[src/rtl/carregador_de_instrucoes_pkg.sv]
// Shared CPU-side definitions for the program loader: state encoding and instruction word width.
// The optional trailer checksum is enabled by defining CARREGADOR_CHECKSUM_EN.
package carregador_de_instrucoes_pkg;

   localparam int WORD_W = 32;

   typedef enum logic [2:0] {
      ST_IDLE   = 3'd0,
      ST_LEN_HI = 3'd1,
      ST_LEN_LO = 3'd2,
      ST_DATA   = 3'd3,
      ST_WRITE  = 3'd4,
      ST_CHECK  = 3'd5,
      ST_DONE   = 3'd6,
      ST_ERROR  = 3'd7
   } estado_t;

endpackage

[src/rtl/carregador_de_instrucoes_if.sv]
// Byte stream in, instruction-memory write port and status out; master is the loader side.
interface carregador_de_instrucoes_if;
   import carregador_de_instrucoes_pkg::*;

   logic              start;
   logic [7:0]        byte_in;
   logic              byte_valid;
   logic              byte_ready;
   logic              we;
   logic [WORD_W-1:0] addr;
   logic [WORD_W-1:0] datain;
   logic              busy;
   logic              cpu_hold;
   logic              done;
   logic              err;
   logic [15:0]       words_loaded;

   modport master (
      input  start, byte_in, byte_valid,
      output byte_ready, we, addr, datain, busy, cpu_hold, done, err, words_loaded
   );

   modport slave (
      output start, byte_in, byte_valid,
      input  byte_ready, we, addr, datain, busy, cpu_hold, done, err, words_loaded
   );
endinterface

[src/rtl/carregador_de_instrucoes_montador_de_palavra.sv]
// Packs accepted bytes big-endian into a 32-bit word; completa fires combinationally with the 4th byte.
// No backpressure of its own: it only sees bytes the loader has already accepted.
module montador_de_palavra
   import carregador_de_instrucoes_pkg::*;
(
   input  logic              clk,
   input  logic              rst,
   input  logic              clr,
   input  logic              byte_vld,
   input  logic [7:0]        byte_dat,
   output logic [WORD_W-1:0] palavra,
   output logic              completa
);

   logic [23:0] sr;
   logic [1:0]  idx;

   assign palavra  = {sr, byte_dat};
   assign completa = byte_vld && (idx == 2'd3);

   always_ff @(posedge clk) begin
      if (rst || clr) begin
         sr  <= '0;
         idx <= '0;
      end else if (byte_vld) begin
         sr  <= {sr[15:0], byte_dat};
         idx <= idx + 2'd1;
      end
   end

endmodule

[src/rtl/carregador_de_instrucoes.sv]
// Program loader: length-prefixed byte stream -> consecutive instruction-memory writes, CPU held meanwhile.
// we rises 1 cycle after the 4th byte of a word; byte_ready drops in WRITE. Optional CARREGADOR_CHECKSUM_EN adds an XOR trailer.
module carregador_de_instrucoes
   import carregador_de_instrucoes_pkg::*;
#(
   parameter int RAM_SIZE  = 500,
   parameter int BASE_ADDR = 0
) (
   input  logic                       clk,
   input  logic                       rst,
   carregador_de_instrucoes_if.master bus
);

   localparam logic [WORD_W-1:0] LIMITE      = WORD_W'(RAM_SIZE - BASE_ADDR);
   localparam logic [WORD_W-1:0] ULTIMO_ADDR = WORD_W'(RAM_SIZE - 1);
   localparam logic [WORD_W-1:0] BASE        = WORD_W'(BASE_ADDR);

   estado_t           estado, prox;
   logic              aceite;
   logic              inicia;
   logic              completa;
   logic              ultima;
   logic [WORD_W-1:0] palavra;
   logic [WORD_W-1:0] n_ext;
   logic [7:0]        count_hi;
   logic [15:0]       n_palavras;
   logic [15:0]       wl_q;
   logic [WORD_W-1:0] addr_q;
   logic [WORD_W-1:0] datain_q;
`ifdef CARREGADOR_CHECKSUM_EN
   logic [7:0]        xor_q;
`endif

   assign bus.byte_ready = estado inside {ST_LEN_HI, ST_LEN_LO, ST_DATA, ST_CHECK};
   assign aceite         = bus.byte_valid && bus.byte_ready;
   assign inicia         = bus.start && (estado inside {ST_IDLE, ST_DONE, ST_ERROR});
   assign n_ext          = {16'd0, count_hi, bus.byte_in};
   assign ultima         = (wl_q + 16'd1) == n_palavras;

   montador_de_palavra u_montador (
      .clk      (clk),
      .rst      (rst),
      .clr      (estado == ST_LEN_LO),
      .byte_vld (aceite && (estado == ST_DATA)),
      .byte_dat (bus.byte_in),
      .palavra  (palavra),
      .completa (completa)
   );

   always_ff @(posedge clk) begin
      if (rst) estado <= ST_IDLE;
      else     estado <= prox;
   end

   always_comb begin
      prox = estado;
      case (estado)
         ST_IDLE, ST_DONE, ST_ERROR: if (bus.start) prox = ST_LEN_HI;
         ST_LEN_HI: if (aceite) prox = ST_LEN_LO;
         ST_LEN_LO: begin
            if (aceite) begin
               if (n_ext == '0)         prox = ST_DONE;
               else if (n_ext > LIMITE) prox = ST_ERROR;
               else                     prox = ST_DATA;
            end
         end
         ST_DATA: if (completa) prox = ST_WRITE;
`ifdef CARREGADOR_CHECKSUM_EN
         ST_WRITE: prox = ultima ? ST_CHECK : ST_DATA;
         ST_CHECK: if (aceite) prox = (bus.byte_in == xor_q) ? ST_DONE : ST_ERROR;
`else
         ST_WRITE: prox = ultima ? ST_DONE : ST_DATA;
`endif
         default: prox = ST_IDLE;
      endcase
   end

   always_ff @(posedge clk) begin
      if (rst) begin
         count_hi   <= '0;
         n_palavras <= '0;
         wl_q       <= '0;
         addr_q     <= '0;
         datain_q   <= '0;
`ifdef CARREGADOR_CHECKSUM_EN
         xor_q      <= '0;
`endif
      end else begin
         if (inicia) begin
            wl_q  <= '0;
`ifdef CARREGADOR_CHECKSUM_EN
            xor_q <= '0;
`endif
         end
         if (aceite && estado == ST_LEN_HI) count_hi <= bus.byte_in;
         if (aceite && estado == ST_LEN_LO) begin
            n_palavras <= {count_hi, bus.byte_in};
            if (prox == ST_DATA) addr_q <= BASE;
         end
         if (completa) datain_q <= palavra;
`ifdef CARREGADOR_CHECKSUM_EN
         if (aceite && estado == ST_DATA) xor_q <= xor_q ^ bus.byte_in;
`endif
         // Address saturates at the top of memory so it never points past the array.
         if (estado == ST_WRITE) begin
            wl_q <= wl_q + 16'd1;
            if (addr_q != ULTIMO_ADDR) addr_q <= addr_q + 1'b1;
         end
      end
   end

   assign bus.we           = (estado == ST_WRITE);
   assign bus.addr         = addr_q;
   assign bus.datain       = datain_q;
   assign bus.busy         = estado inside {ST_LEN_HI, ST_LEN_LO, ST_DATA, ST_WRITE, ST_CHECK};
   assign bus.cpu_hold     = bus.busy;
   assign bus.done         = (estado == ST_DONE);
   assign bus.err          = (estado == ST_ERROR);
   assign bus.words_loaded = wl_q;

endmodule
[src/flat_wrapper.sv]
// flat-port wrapper written by rule: the top's interface ports become plain ports
module carregador_de_instrucoes_flat import carregador_de_instrucoes_pkg::*;
#(
   parameter int RAM_SIZE  = 500,
   parameter int BASE_ADDR = 0
)
  (clk, rst, bus_start, bus_byte_in, bus_byte_valid, bus_byte_ready, bus_we, bus_addr, bus_datain, bus_busy, bus_cpu_hold, bus_done, bus_err, bus_words_loaded);
  carregador_de_instrucoes_if bus_i ();
  input  logic clk;
  input  logic rst;
  input wire logic [$bits(bus_i.start)-1:0] bus_start;
  input wire logic [$bits(bus_i.byte_in)-1:0] bus_byte_in;
  input wire logic [$bits(bus_i.byte_valid)-1:0] bus_byte_valid;
  output wire logic [$bits(bus_i.byte_ready)-1:0] bus_byte_ready;
  output wire logic [$bits(bus_i.we)-1:0] bus_we;
  output wire logic [$bits(bus_i.addr)-1:0] bus_addr;
  output wire logic [$bits(bus_i.datain)-1:0] bus_datain;
  output wire logic [$bits(bus_i.busy)-1:0] bus_busy;
  output wire logic [$bits(bus_i.cpu_hold)-1:0] bus_cpu_hold;
  output wire logic [$bits(bus_i.done)-1:0] bus_done;
  output wire logic [$bits(bus_i.err)-1:0] bus_err;
  output wire logic [$bits(bus_i.words_loaded)-1:0] bus_words_loaded;
  assign bus_i.start = bus_start;
  assign bus_i.byte_in = bus_byte_in;
  assign bus_i.byte_valid = bus_byte_valid;
  assign bus_byte_ready = bus_i.byte_ready;
  assign bus_we = bus_i.we;
  assign bus_addr = bus_i.addr;
  assign bus_datain = bus_i.datain;
  assign bus_busy = bus_i.busy;
  assign bus_cpu_hold = bus_i.cpu_hold;
  assign bus_done = bus_i.done;
  assign bus_err = bus_i.err;
  assign bus_words_loaded = bus_i.words_loaded;
  carregador_de_instrucoes #(.RAM_SIZE(RAM_SIZE), .BASE_ADDR(BASE_ADDR)) u_core (.clk(clk), .rst(rst), .bus(bus_i));
endmodule
[config.mk]
export PLATFORM = sky130hd
export DESIGN_NAME = carregador_de_instrucoes_flat
export DESIGN_NICKNAME = d
export VERILOG_FILES = /design/src/rtl/carregador_de_instrucoes_pkg.sv /design/src/rtl/carregador_de_instrucoes_if.sv /design/src/rtl/carregador_de_instrucoes_montador_de_palavra.sv /design/src/rtl/carregador_de_instrucoes.sv /design/src/flat_wrapper.sv
export SDC_FILE = /design/constraint.sdc
export NUM_CORES = 1
export LEC_CHECK = 0
export CAP_MARGIN = 20
export CORE_MARGIN = 4
export CORE_UTILIZATION = 39
export DETAILED_ROUTE_END_ITERATION = 10
export MAX_ROUTING_LAYER = met4
export PLACE_DENSITY = 0.65
export SYNTH_ARGS = -nofsm -noshare
export SYNTH_HDL_FRONTEND = slang
export SYNTH_SLANG_ARGS = --single-unit
[constraint.sdc]
create_clock -name clk -period 6.8 [get_ports clk]
set_clock_uncertainty 0.1 [all_clocks]
set_input_delay 0.68 -clock clk [delete_from_list [all_inputs] [get_ports clk]]
set_output_delay 0.68 -clock clk [all_outputs]
set_load 0.02 [all_outputs]
---- Word-level counts from Yosys, hierarchy flattened ----
Cells that the tools add are included.
storage, ports and cells
  register bits after elaboration ......... 133
  input port bits ......................... 12
  output and inout bits ................... 86
operators by class
  add/sub/neg operators ................... 3
  magnitude comparators ................... 1
  equality and inequality tests ........... 11
  mux-type cells .......................... 14
  reductions and logical operators ........ 14
operators by type and width
  operator               count
  $mux 32                4
  $add 32x1->32 const B  1
  $logic_not 32->1       1
  $mux 16                2
  $ne 32x9->1 const B    1
  $mux 3                 7
  $add 16x1->16 const B  1
  $eq 16x16->1           1
  $gt 16x9->1 const B    1
  $pmux 3 s5             1
  $eq 3x3->1 const B     4
  $eq 3x2->1 const B     3
  $logic_and 1x1->1      6
  $reduce_bool 5->1      1
  $reduce_bool 4->1      1
  $eq 3x1->1 const B     1
  $logic_not 3->1        1
  $reduce_bool 3->1      1
  $reduce_or 3->1        1
  $add 2x1->2 const B    1
  $eq 2x2->1 const B     1
  $reduce_bool 2->1      1
  $logic_or 1x1->1       1

---- Logic depth before layout (Yosys ltp) ----
  depth after elaboration ................. 12
  depth in mapped cells ................... 10

---- Cells and area by module ----
Synthesis repeated with hierarchy kept, for this count alone.
unflattened totals
  cell total of the unflattened synthesis .. 749
  area total of the unflattened synthesis .. 6,327.3 sq um
by module, submodules not included
  module                    times used  cells each  area an instance (sq um)
  carregador_de_instrucoes  1           654         5,287.6
  montador_de_palavra       1           95          1,039.7

---- Worst setup path before layout ----
OpenSTA, ideal clock, no wires.
  path type ............................... flip-flop to flip-flop
  start point ............................. reg u_core.wl_q[1], in the netlist u_core.bus.words_loaded[1]
  end point ............................... reg u_core.estado[0]
  arrival time ............................ 2,164 ps
  slack ................................... 4,421 ps
  stages on the path, launching flop included .. 7
  clock period less this slack ............ 2,379 ps
  path through ............................ dfxtp_1 ha_1 clkbuf_1 or4b_2 a211oi_1 o2111ai_1 o21ba_1
between the ends
  word-level cells in the longest chain between the ends .. 4
ends and longest elaborated chain
  item                    RTL line                         RTL
  from (decl)             carregador_de_instrucoes.sv:27   logic [15:0] wl_q;
  from (signal assigned)  carregador_de_instrucoes.sv:106  wl_q <= wl_q + 16'd1;
  $add 16x1->16           carregador_de_instrucoes.sv:38   assign ultima = (wl_q + 16'd1) == n_palavras;
  $eq 16x16->1            carregador_de_instrucoes.sv:38
  $mux 3                  carregador_de_instrucoes.sv:72   ST_WRITE: prox = ultima ? ST_DONE : ST_DATA;
  $pmux 3 s5              carregador_de_instrucoes.sv:57   case (estado)
  to (signal assigned)    carregador_de_instrucoes.sv:52   else estado <= prox;
  to (decl)               carregador_de_instrucoes.sv:18   estado_t estado, prox;
No other way between the ends.
A chain may end at the register's enable or synchronous reset.

---- Worst setup path after layout ----
  start point ............................. reg u_core.estado[2]
  end point ............................... reg u_core.addr_q[11], in the netlist u_core.bus.addr[11]
between the ends
  word-level cells in the longest chain between the ends .. 12
ends and longest elaborated chain
  item                                      RTL line                                                        RTL
  $eq 3x1->1, or another cell as far along  carregador_de_instrucoes.sv:34, carregador_de_instrucoes.sv:57
  $reduce_bool 4->1                         carregador_de_instrucoes.sv:34                                  assign bus.byte_ready = estado inside {ST_LEN_HI, ST_LEN_LO, ST_DATA, ST_CHECK};
  $logic_and 1x1->1                         carregador_de_instrucoes.sv:35                                  assign aceite = bus.byte_valid && bus.byte_ready;
  $logic_and 1x1->1                         carregador_de_instrucoes.sv:44                                  .byte_vld (aceite && (estado == ST_DATA)),
  $logic_and 1x1->1                         carregador_de_instrucoes_montador_de_palavra.sv:19              assign completa = byte_vld && (idx == 2'd3);
  $mux 3                                    carregador_de_instrucoes.sv:67                                  ST_DATA: if (completa) prox = ST_WRITE;
  $pmux 3 s5                                carregador_de_instrucoes.sv:57
  $eq 3x2->1                                carregador_de_instrucoes.sv:98                                  if (prox == ST_DATA) addr_q <= BASE;
  $mux 32                                   carregador_de_instrucoes.sv:98
  $mux 32                                   carregador_de_instrucoes.sv:96                                  if (aceite && estado == ST_LEN_LO) begin
  $mux 32                                   carregador_de_instrucoes.sv:107                                 if (addr_q != ULTIMO_ADDR) addr_q <= addr_q + 1'b1;
  $mux 32 *                                 carregador_de_instrucoes.sv:105                                 if (estado == ST_WRITE) begin
  to (signal assigned)                      carregador_de_instrucoes.sv:107
  to (decl)                                 carregador_de_instrucoes.sv:28                                  logic [WORD_W-1:0] addr_q;
Every way passes the cells marked *; elsewhere a longest branch is shown, timed or not.

==> results.ini <==
[power]
powerDensity_nw_per_um2 = 232.1
power_frac_seq_pct = 43.5
power_frac_clock_pct = 49.3
switchingPower_uw = 462.4
intPower_uw = 1388
vdd_drop_max_mv = 0.2184
comb_power_share_pct = 7.2
p_sw_share_pct = 24.98
leakagePower_uw = 0.002517

[worst_setup_path]
crit_arrival_ps = 3850
crit_path_start_kind = register
slowest_stage = o21a_1
crit_path_max_incr_delay_ps = 910
worst-path-max-fanout = 32
crit_path_start = u_core.estado[2]
path_class = register to register
required_ps = 6980
crit_chain = inv_1 -> nor2_2 -> nand2b_1 -> inv_2 -> o21a_1 -> a21oi_2 -> a211oi_1 -> nor3_1
crit_path_end_kind = register
r2r-start = u_core.estado[2]

[global_routing]
grt_first_pass_wirelength_um = 28240
antenna_found_initial = 0
first_global_vias = 5431
grt_usage_pct = 19.42
grt_max_degree = 60
gr-total-overflow = 0

[synthesis]
ys_ff_latch = 133
synth_top_family_by_area = simple AND/OR/NAND/NOR gates
synth-compound-area-share_pct = 20.44
netlist_instances = 823
synth_flop_cell = dfxtp_1
yosysTopAreaCellShare_pct = 42.07
syn_area_um2 = 6329
synth_xor_area_share_pct = 3.420
synthAdderAreaFrac_pct = 0.5931
syn_avg_cell_area_um2 = 7.690
ys_seq_area_share_pct = 42.07
yosys.area_share.simple_pct = 27.56
synth_edf_count = 0
yosys-top-cells-area = dfxtp_1 42%, nand2_1 12%, a21oi_1 9.1%, nor2_1 3.1%, a311oi_1 2.5%
synthMuxAreaShare_pct = 1.265
synth_nets = 838
synth_largest_area_cell = dfxtp_1
synthDistinctLibCells = 62
yosysWarnings = 0
synthArstFlopShare_pct = 0

[place]
port_buffers = 97
gp_congestion = 0.8749
hpwl_um = 11350

[timing]
relSlewSlack_pct = 27.85
rsz0062_at_grt = false
drv_slew = 0
hold-worst-slack_ps = 353.2
setup-tns-final_ps = 0
hold_violations = 0
max_freq_mhz = 272.2
fin_crit_sh_pct = 54.02
layout_min_cycle_time_ps = 3673
setup_viol = 0
worst_pin_slew_ps = 1082

[floorplan]
start_util_pct = 39.84
die-area_um2 = 18330
coreArea_um2 = 15890
rows = 46
die_h_um = 135.4
io_pins = 98
die_x_um = 135.4

[cells_and_area]
final_common_cell = nand2_1
drive_gt1_share_pct = 6.257
final_cell_mix = 200 x nand2_1, 133 x dfxtp_1, 115 x a21oi_1
diodes = 0
area_growth_pct = 26.02
nNetsFinal = 898

[run]
max_cap_violations = 0

[cts]
clk_pin_slew_ps = 60
clockBufferDepth = 2
htree_levels = 4
postCtsSetupBuffers = 0
cts_made_buffers = 17
clock-sinks = 133
cts_tree = built
clock-root-buffer = clkbuf_16
ctsResizeCount = 0
clkLatencyLatePin_ps = 410
ctsHoldBuffers = 0

[routing]
avgViaCountPerCell = 5.469
avgRoutedWirePerCell_um = 15.40
firstDrtPassIters = 5
route.detailed.drc = 0
drtAntennaViolNets = 0
vias = 6076
wirelength_um = 17110
drt_iter0_markers = 464

[status]
status = completed

[worst_hold_path]
hold_class = register to register
min_from = u_core.bus.datain[28]

[flip-flops by register name, indices dropped and copies added (netlist names)]
name	count
u_core.bus.addr	32
u_core.bus.datain	32
u_core.bus.words_loaded	16
u_core.count_hi	8
u_core.estado	3
u_core.n_palavras	16
u_core.u_montador.idx	2
u_core.u_montador.sr	24
[routing by layer]
metal | track usage (%) | vias up | share of wire, %
met5 | - | - | 0
met4 | 5.263 | 0 | 1.1
met3 | 4.383 | 15 | 5.3
met2 | 28.57 | 175 | 46
met1 | 26.99 | 2851 | 48
li1 | - | 3035 | -
[final timing paths]
check / to / slack [ps] / cells past startpoint
max: u_core.bus.addr[11] / 3130 / 8
min: u_core.bus.datain[28] / 350 / 2
max reg2reg: u_core.bus.addr[11] / 3130 / 8
min reg2reg: u_core.bus.datain[28] / 350 / 2
[final cells by class]
type                    instances  area (µm²)
flip-flops and latches        133        2663
well taps                     216       270.3
inverters                       5       18.77
fillers                      1585        7910
clock buffers                  18       439.2
clock inverters                13       147.6
multi-input cells             622        3376
repair buffers                104        1061
[power by group through the flow]
stage	Clock (µW)	Combinational (µW)	Sequential [µW]
final	913	133	805
after global routing	966	147	807
after CTS	937	134	804
after detailed placement	0	133	822
after global placement	0	133	822
after floorplan	0	98.2	811
[cells by family after synthesis]
kind of cell	Yosys count
adders and majority gates	3
and+or+nand+nor	371
xor gates and xnor gates	23
buffers and inverters	68
AOI/OAI and AO/OA	217
muxes	8
DFF	133
[stage by stage]
stage	setup WS (ps)	utilization [%]	std cells	instance area, µm²	total power, µW
2_1_floorplan	4421	-	823	6329	909.0
5_1_grt	2719	50.20	1111	7975	1920
3_3_place_gp	3072	46.16	1078	7333	954.1
6_report	3127	50.20	1111	7975	1851
4_1_cts	3087	49.86	1109	7920	1875
3_5_place_dp	2970	46.16	1078	7333	954.6
[synthesized netlist by cell type (13+ instances only)]
library cell	number
a311oi_1	18
nand3_1	22
dfxtp_1	133
and3_1	13
a21oi_1	115
clkbuf_1	38
nand2_1	200
buf_2	14
nor2_1	53
o21ai_0	30
xnor2_1	14
a31oi_1	17
[critical path, delay by kind of cell (launching register included)]
kind            cells  cell delay (ps)
flops               1              620
simple gates        3              630
buf+inv             2              570
compound gates      3             1600
No activity file was read; power rests on OpenSTA's default activity.
==> patch 1: new RTL, same flow settings <==
Put a register stage on the output `bus.err`, without a reset. The value now appears one clock later.
--- a/src/rtl/carregador_de_instrucoes.sv
+++ b/src/rtl/carregador_de_instrucoes.sv
@@ -115,7 +115,9 @@
    assign bus.busy         = estado inside {ST_LEN_HI, ST_LEN_LO, ST_DATA, ST_WRITE, ST_CHECK};
    assign bus.cpu_hold     = bus.busy;
    assign bus.done         = (estado == ST_DONE);
-   assign bus.err          = (estado == ST_ERROR);
+   always_ff @(posedge clk) begin
+      bus.err <= (estado == ST_ERROR);
+   end
    assign bus.words_loaded = wl_q;
 
 endmodule
Behaviour: not the same (Yosys sat finds a counterexample within 4 cycles, from zero or initial values and one cycle with rst high).
==> patch 1 against the unedited design <==
Register-to-register slack gained 0.16 ns; cell area shrank 2.9%; routed wire length shrank 4.8%; sequential cell count grew 1; synthesized area shrank 4.0%; setup slack gained 0.0040 ns; sequential share of layout area grew 1.3 points; total power shrank 1.5%; non-clock buffer count grew 4; sequential power is essentially flat; final cell count shrank 4.1%; utilization grew 0.74 points; via count shrank 5.0%.
==> patch 1: results (changes against the unedited design) <==
| Metric | Value |
|---|---|
| Worst slew margin | 27.8% (about the same) |
| Vias in the first global route | 5244 (-3.4%) |
| Top cells by instance count after synthesis | nand2_1 (184), dfxtp_1 (134), a21oi_1 (118) |
| CP Max Fanout | 21 (-34%) |
| Syn Inst Count | 792 (-3.8%) |
| Met2 Use GR | 27.2% (-1.4 points) |
| Hold_ws | 0.354 ns (+0.000712 ns) |
| Overall Global Routing Usage | 19.0% (-0.42 points) |
| Hold Path Sink | u_core.u_montador.sr[18]$_SDFFE_PP0P_ |
| CP max stage delay | 0.72 ns (-0.19 ns) |
| Met1 Use GR | 26.3% (-0.70 points) |
| Leak pwr | 2.54 nW (+0.73%) |
| Yosys cell types | 55 (-11%) |
| Placed cell areas | 7130 µm² (-2.8%) |
| CP Data Arrival Time | 2.89 ns (-0.96 ns) |
| R2R Setup Slk | 3.29 ns (+0.16 ns) |
| Fin nets | 880 (-2.0%) |
| Hpwl dp | 11000 µm (-3.1%) |
| Critical Path End | bus_we |
| Hold Path Cell Cnt | 2 (unchanged) |
| Share of cells above drive strength 1 | 6.15% (-0.11 points) |
| Initial DRC count | 450 (-3.0%) |
| Worst hold start | u_core.u_montador.sr[18]$_SDFFE_PP0P_ |
| M1 WL | 7870 µm (-3.9%) |
| Status | finished, final reports clean |
| R2R depth | 6 (-2) |
| DP Cell Count | 1032 (-4.3%) |
| Global placement routability congestion | 0.853 (-2.5%) |
| Setup WS post-layout | 3.13 ns (+0.00404 ns) |
| Skew-Pair Late Insertion Delay | 0.42 ns |
| Internal power | 1.38 mW (-0.45%) |
| First-pass GRT wire length | 26900 µm (-4.9%) |
| Seq power | 0.807 mW (about the same) |
| Crit path max-delay cell type | clkdlybuf4s50_1 |
| Synth area leaders | dfxtp_1 (44%), nand2_1 (11%), a21oi_1 (9.7%) |
| Wirelength per Cell | 15.3 µm (-0.81%) |
| Sw Share | 24.2% (-0.79 points) |
| Clock network fraction of total power | 48.6% (-0.7 points) |
| FF-to-FF End | u_core.bus.addr[23]$_SDFF_PP0_ |
| Largest net degree at the start of global routing | 61 (+1.7%) |
| Vias | 5773 (-5.0%) |
| Grt met3 use | 4.83% (+0.45 points) |
[patch 1: cell types whose count changed in the layout (fill, tap and decap cells not counted), sizes merged, moves of 9 or more]
cell   unedited run  this run
nand2           200       184
nand4             6        15
a31oi            17         8
nor2             54        65
[patch 1: layout make-up]
| cell class | instances | area [µm²] |
|---|---|---|
| Inverter | 9 | 33.8 |
| Fill cell | 1461 | 7460 |
| Tap cell | 188 | 235 |
| Multi-Input combinational cell | 595 | 3150 |
| Clock inverter | 11 | 98.8 |
| Sequential cell | 134 | 2680 |
| Clock buffer | 21 | 480 |
| Timing Repair Buffer | 108 | 1070 |
[patch 1: cell families after synthesis]
kind of cell	synth area share, %
AO/OA/AOI/OAI	17.6
XOR/XNOR	4.47
adder cells (fa/ha/maj)	0.618
buffers and inverters	4.08
flip-flops	44.2
multiplexers	1.48
AND/OR/NAND/NOR	27.6
[patch 1: critical path, delay by kind of cell, from the launching register on]
family        cells  cell delay [ns]
flops             1             0.57
buf+inv           2             1.37
simple gates      1             0.51
==> patch 2: new RTL, same settings <==
Made on the original files. Add a define of `CARREGADOR_CHECKSUM_EN`.
--- a/src/rtl/carregador_de_instrucoes.sv
+++ b/src/rtl/carregador_de_instrucoes.sv
@@ -1,5 +1,7 @@
 // Program loader: length-prefixed byte stream -> consecutive instruction-memory writes, CPU held meanwhile.
 // we rises 1 cycle after the 4th byte of a word; byte_ready drops in WRITE. Optional CARREGADOR_CHECKSUM_EN adds an XOR trailer.
+`define CARREGADOR_CHECKSUM_EN
+
 module carregador_de_instrucoes
    import carregador_de_instrucoes_pkg::*;
 #(
Function: changed (Yosys sat finds a counterexample within 10 cycles, from zero or initial values and one cycle with rst high).
==> patch 2 against the unedited design <==
Non-clock buffer count down 1; routed wire length down 0.84%; sequential cell count up 8; synthesized area up 2.8%; die area up 2.6%; setup slack better by 0.057 ns; cell area up 2.7%; largest cell class unchanged.
Power is not compared: it rests on default switching activity, and its combinational part moved more than twofold at a synthesized area within 25%.
==> patch 2: results (changes against the unedited design) <==
| Metric | Value |
|---|---|
| Share of cells above drive strength 1 | 5.54% (-0.71 points) |
| Port bufs | 97 (unchanged) |
| Crit path max-delay cell type | clkdlybuf4s50_1 |
| Sequential fraction of the synthesis area | 43.4% (+1.3 points) |
| Fin nets | 940 (+4.7%) |
| Total negative slack | 0 ns (unchanged) |
| VDD IR max | 204 µV |
| Initial DRC count | 401 (-14%) |
| CTS buffer count | 17 (unchanged) |
| Vias in the first global route | 5575 (+2.7%) |
| HP Class | flip-flop to flip-flop |
| Syn Nets | 878 (+4.8%) |
| DP Cell Count | 1121 (+4.0%) |
| Ys async rst share | 0% (unchanged) |
| Placed cell areas | 7540 µm² (+2.8%) |
| Setup violators final | 0 (unchanged) |
| Top cells by instance count after synthesis | nand2_1 (205), dfxtp_1 (141), a21oi_1 (127) |
| CP delay by family, top | buffers and inverters |
| H-tree Lvls | 4 (unchanged) |
| Mean Syn Cell Area | 7.54 µm² (-2.0%) |
| Hpwl dp | 11300 µm (about the same) |
| Hold Path Cell Cnt | 2 (unchanged) |
| CP Data Arrival Time | 2.84 ns (-1.01 ns) |
| Ys Warns | 0 (unchanged) |
| Slew of the pin with the lowest slew margin | 0.948 ns (-0.134 ns) |
| Synth area leaders | dfxtp_1 (43%), nand2_1 (12%), a21oi_1 (9.8%) |
| Post-cts sizing count | 0 (unchanged) |
| Leak pwr | 2.81 nW |
| Skew-Pair Late Insertion Delay | 0.42 ns |
| First-pass GRT wire length | 27900 µm (-1.2%) |
| Overall Global Routing Usage | 18.9% (-0.50 points) |
| Status | finished, final reports clean |
| CP Max Fanout | 20 (-38%) |
| Initial antenna violation count | 0 (unchanged) |
| Pre-CTS setup slack | 3.13 ns (+0.157 ns) |
| Main synth FF type | dfxtp_1 |
| Most common cell in the netlist | nand2_1 |
| Drt first pass iters | 5 (unchanged) |
| Clock-pin slew on the worst setup and hold paths | 0.06 ns (about the same) |
| Largest net degree at the start of global routing | 89 (+48%) |
| R2R depth | 8 (unchanged) |
| Vias | 6112 (+0.59%) |
| Global placement routability congestion | 0.866 (-1.0%) |
| Post-CTS setup repair buffer count | 0 (unchanged) |
| WL final | 17000 µm (-0.84%) |
| Layout fillers | 1609 (+1.5%) |
| Vias/cell | 5.30 (-3.2%) |
| Die ar. | 18800 µm² (+2.6%) |
| ANT cells | 0 (unchanged) |
| Clock Path Buffers | 2 (unchanged) |
| Sw Share | 31.3% |
| CP max stage delay | 0.70 ns (-0.21 ns) |
| Yosys cell types | 57 (-8.1%) |
| Root Buffer | clkbuf_16 |
## patch 2: changes by cell type after synthesis, moves of 5 or more
| cell | before | now |
|---|---|---|
| nor2_1 | 53 | 75 |
| a41oi_1 | 5 | 0 |
| a311oi_1 | 18 | 2 |
| nand2_1 | 200 | 205 |
| a21oi_1 | 115 | 127 |
| a31oi_1 | 17 | 3 |
| mux2i_1 | 8 | 1 |
| dfxtp_1 | 133 | 141 |
| o21ai_1 | 2 | 7 |
| o21ai_0 | 30 | 43 |
| clkbuf_1 | 38 | 43 |
| nand3_1 | 22 | 30 |
| inv_1 | 4 | 12 |
| xnor2_1 | 14 | 25 |
## patch 2: routing by layer
layer / GRT usage (%) / vias to the layer above / part of all wire (%)
met5: - / - / 0
met2: 28.0 / 162 / 46
met3: 4.15 / 12 / 5.2
li1: - / 3075 / -
met4: 6.32 / 0 / 0.82
met1: 25.7 / 2863 / 48
## patch 2: through the flow
stage	util [%]	total power, mW
floorplan	-	1.31
global placement	46.6	1.45
detailed placement	46.8	1.45
CTS	50.7	2.44
global route	50.8	2.54
finish	50.8	2.43
## patch 2: area by class of cell
type / instances / area share, %
clock buffer: 21 / 5.62
clock inverter: 11 / 2.02
inverter: 12 / 0.550
multi-input combinational: 650 / 41.2
sequential: 141 / 34.5
tap: 216 / 3.30
timing repair buffer: 103 / 12.8
## patch 2: tightest hold or removal path: cells and delay by family (launching register included)
family           cells  cell delay (ns)
AO/OA/AOI/OAI        1             0.05
AND/OR/NAND/NOR      1             0.05
flip-flops           1             0.30
## patch 2: kinds of logic (layout without fill, tap and decap cells)
family | Yosys count | count (layout) | share of synthesized area (%)
buffers and inverters | 72 | 147 | 4.67
adders and majority gates | 3 | 3 | 0.577
and+or+nand+nor | 394 | 394 | 27.8
AOI/OAI and AO/OA | 216 | 216 | 18.6
muxes | 1 | 1 | 0.154
DFF | 141 | 141 | 43.4
xor gates and xnor gates | 36 | 36 | 4.85
## patch 2: final timing paths
path	startpoint	endpoint	slack, ns
worst min register to register	u_core.bus.datain[21]$_SDFFE_PP0P_	u_core.bus.datain[21]$_SDFFE_PP0P_	0.35
worst max-delay path	u_core.estado[2]$_SDFF_PP0_	bus_we	3.18
worst max register to register	u_core.estado[2]$_SDFF_PP0_	u_core.bus.addr[21]$_SDFF_PP0_	3.74
worst min-delay path	u_core.bus.datain[21]$_SDFFE_PP0P_	u_core.bus.datain[21]$_SDFFE_PP0P_	0.35
## patch 2: power by group through the flow
stage / Combinational (mW) / Sequential [mW] / Clock (mW)
2_1_floorplan: 0.395 / 0.915 / 0
3_3_place_gp: 0.510 / 0.935 / 0
3_5_place_dp: 0.514 / 0.934 / 0
4_1_cts: 0.517 / 0.917 / 1.00
5_1_grt: 0.581 / 0.927 / 1.03
6_report: 0.520 / 0.919 / 0.988
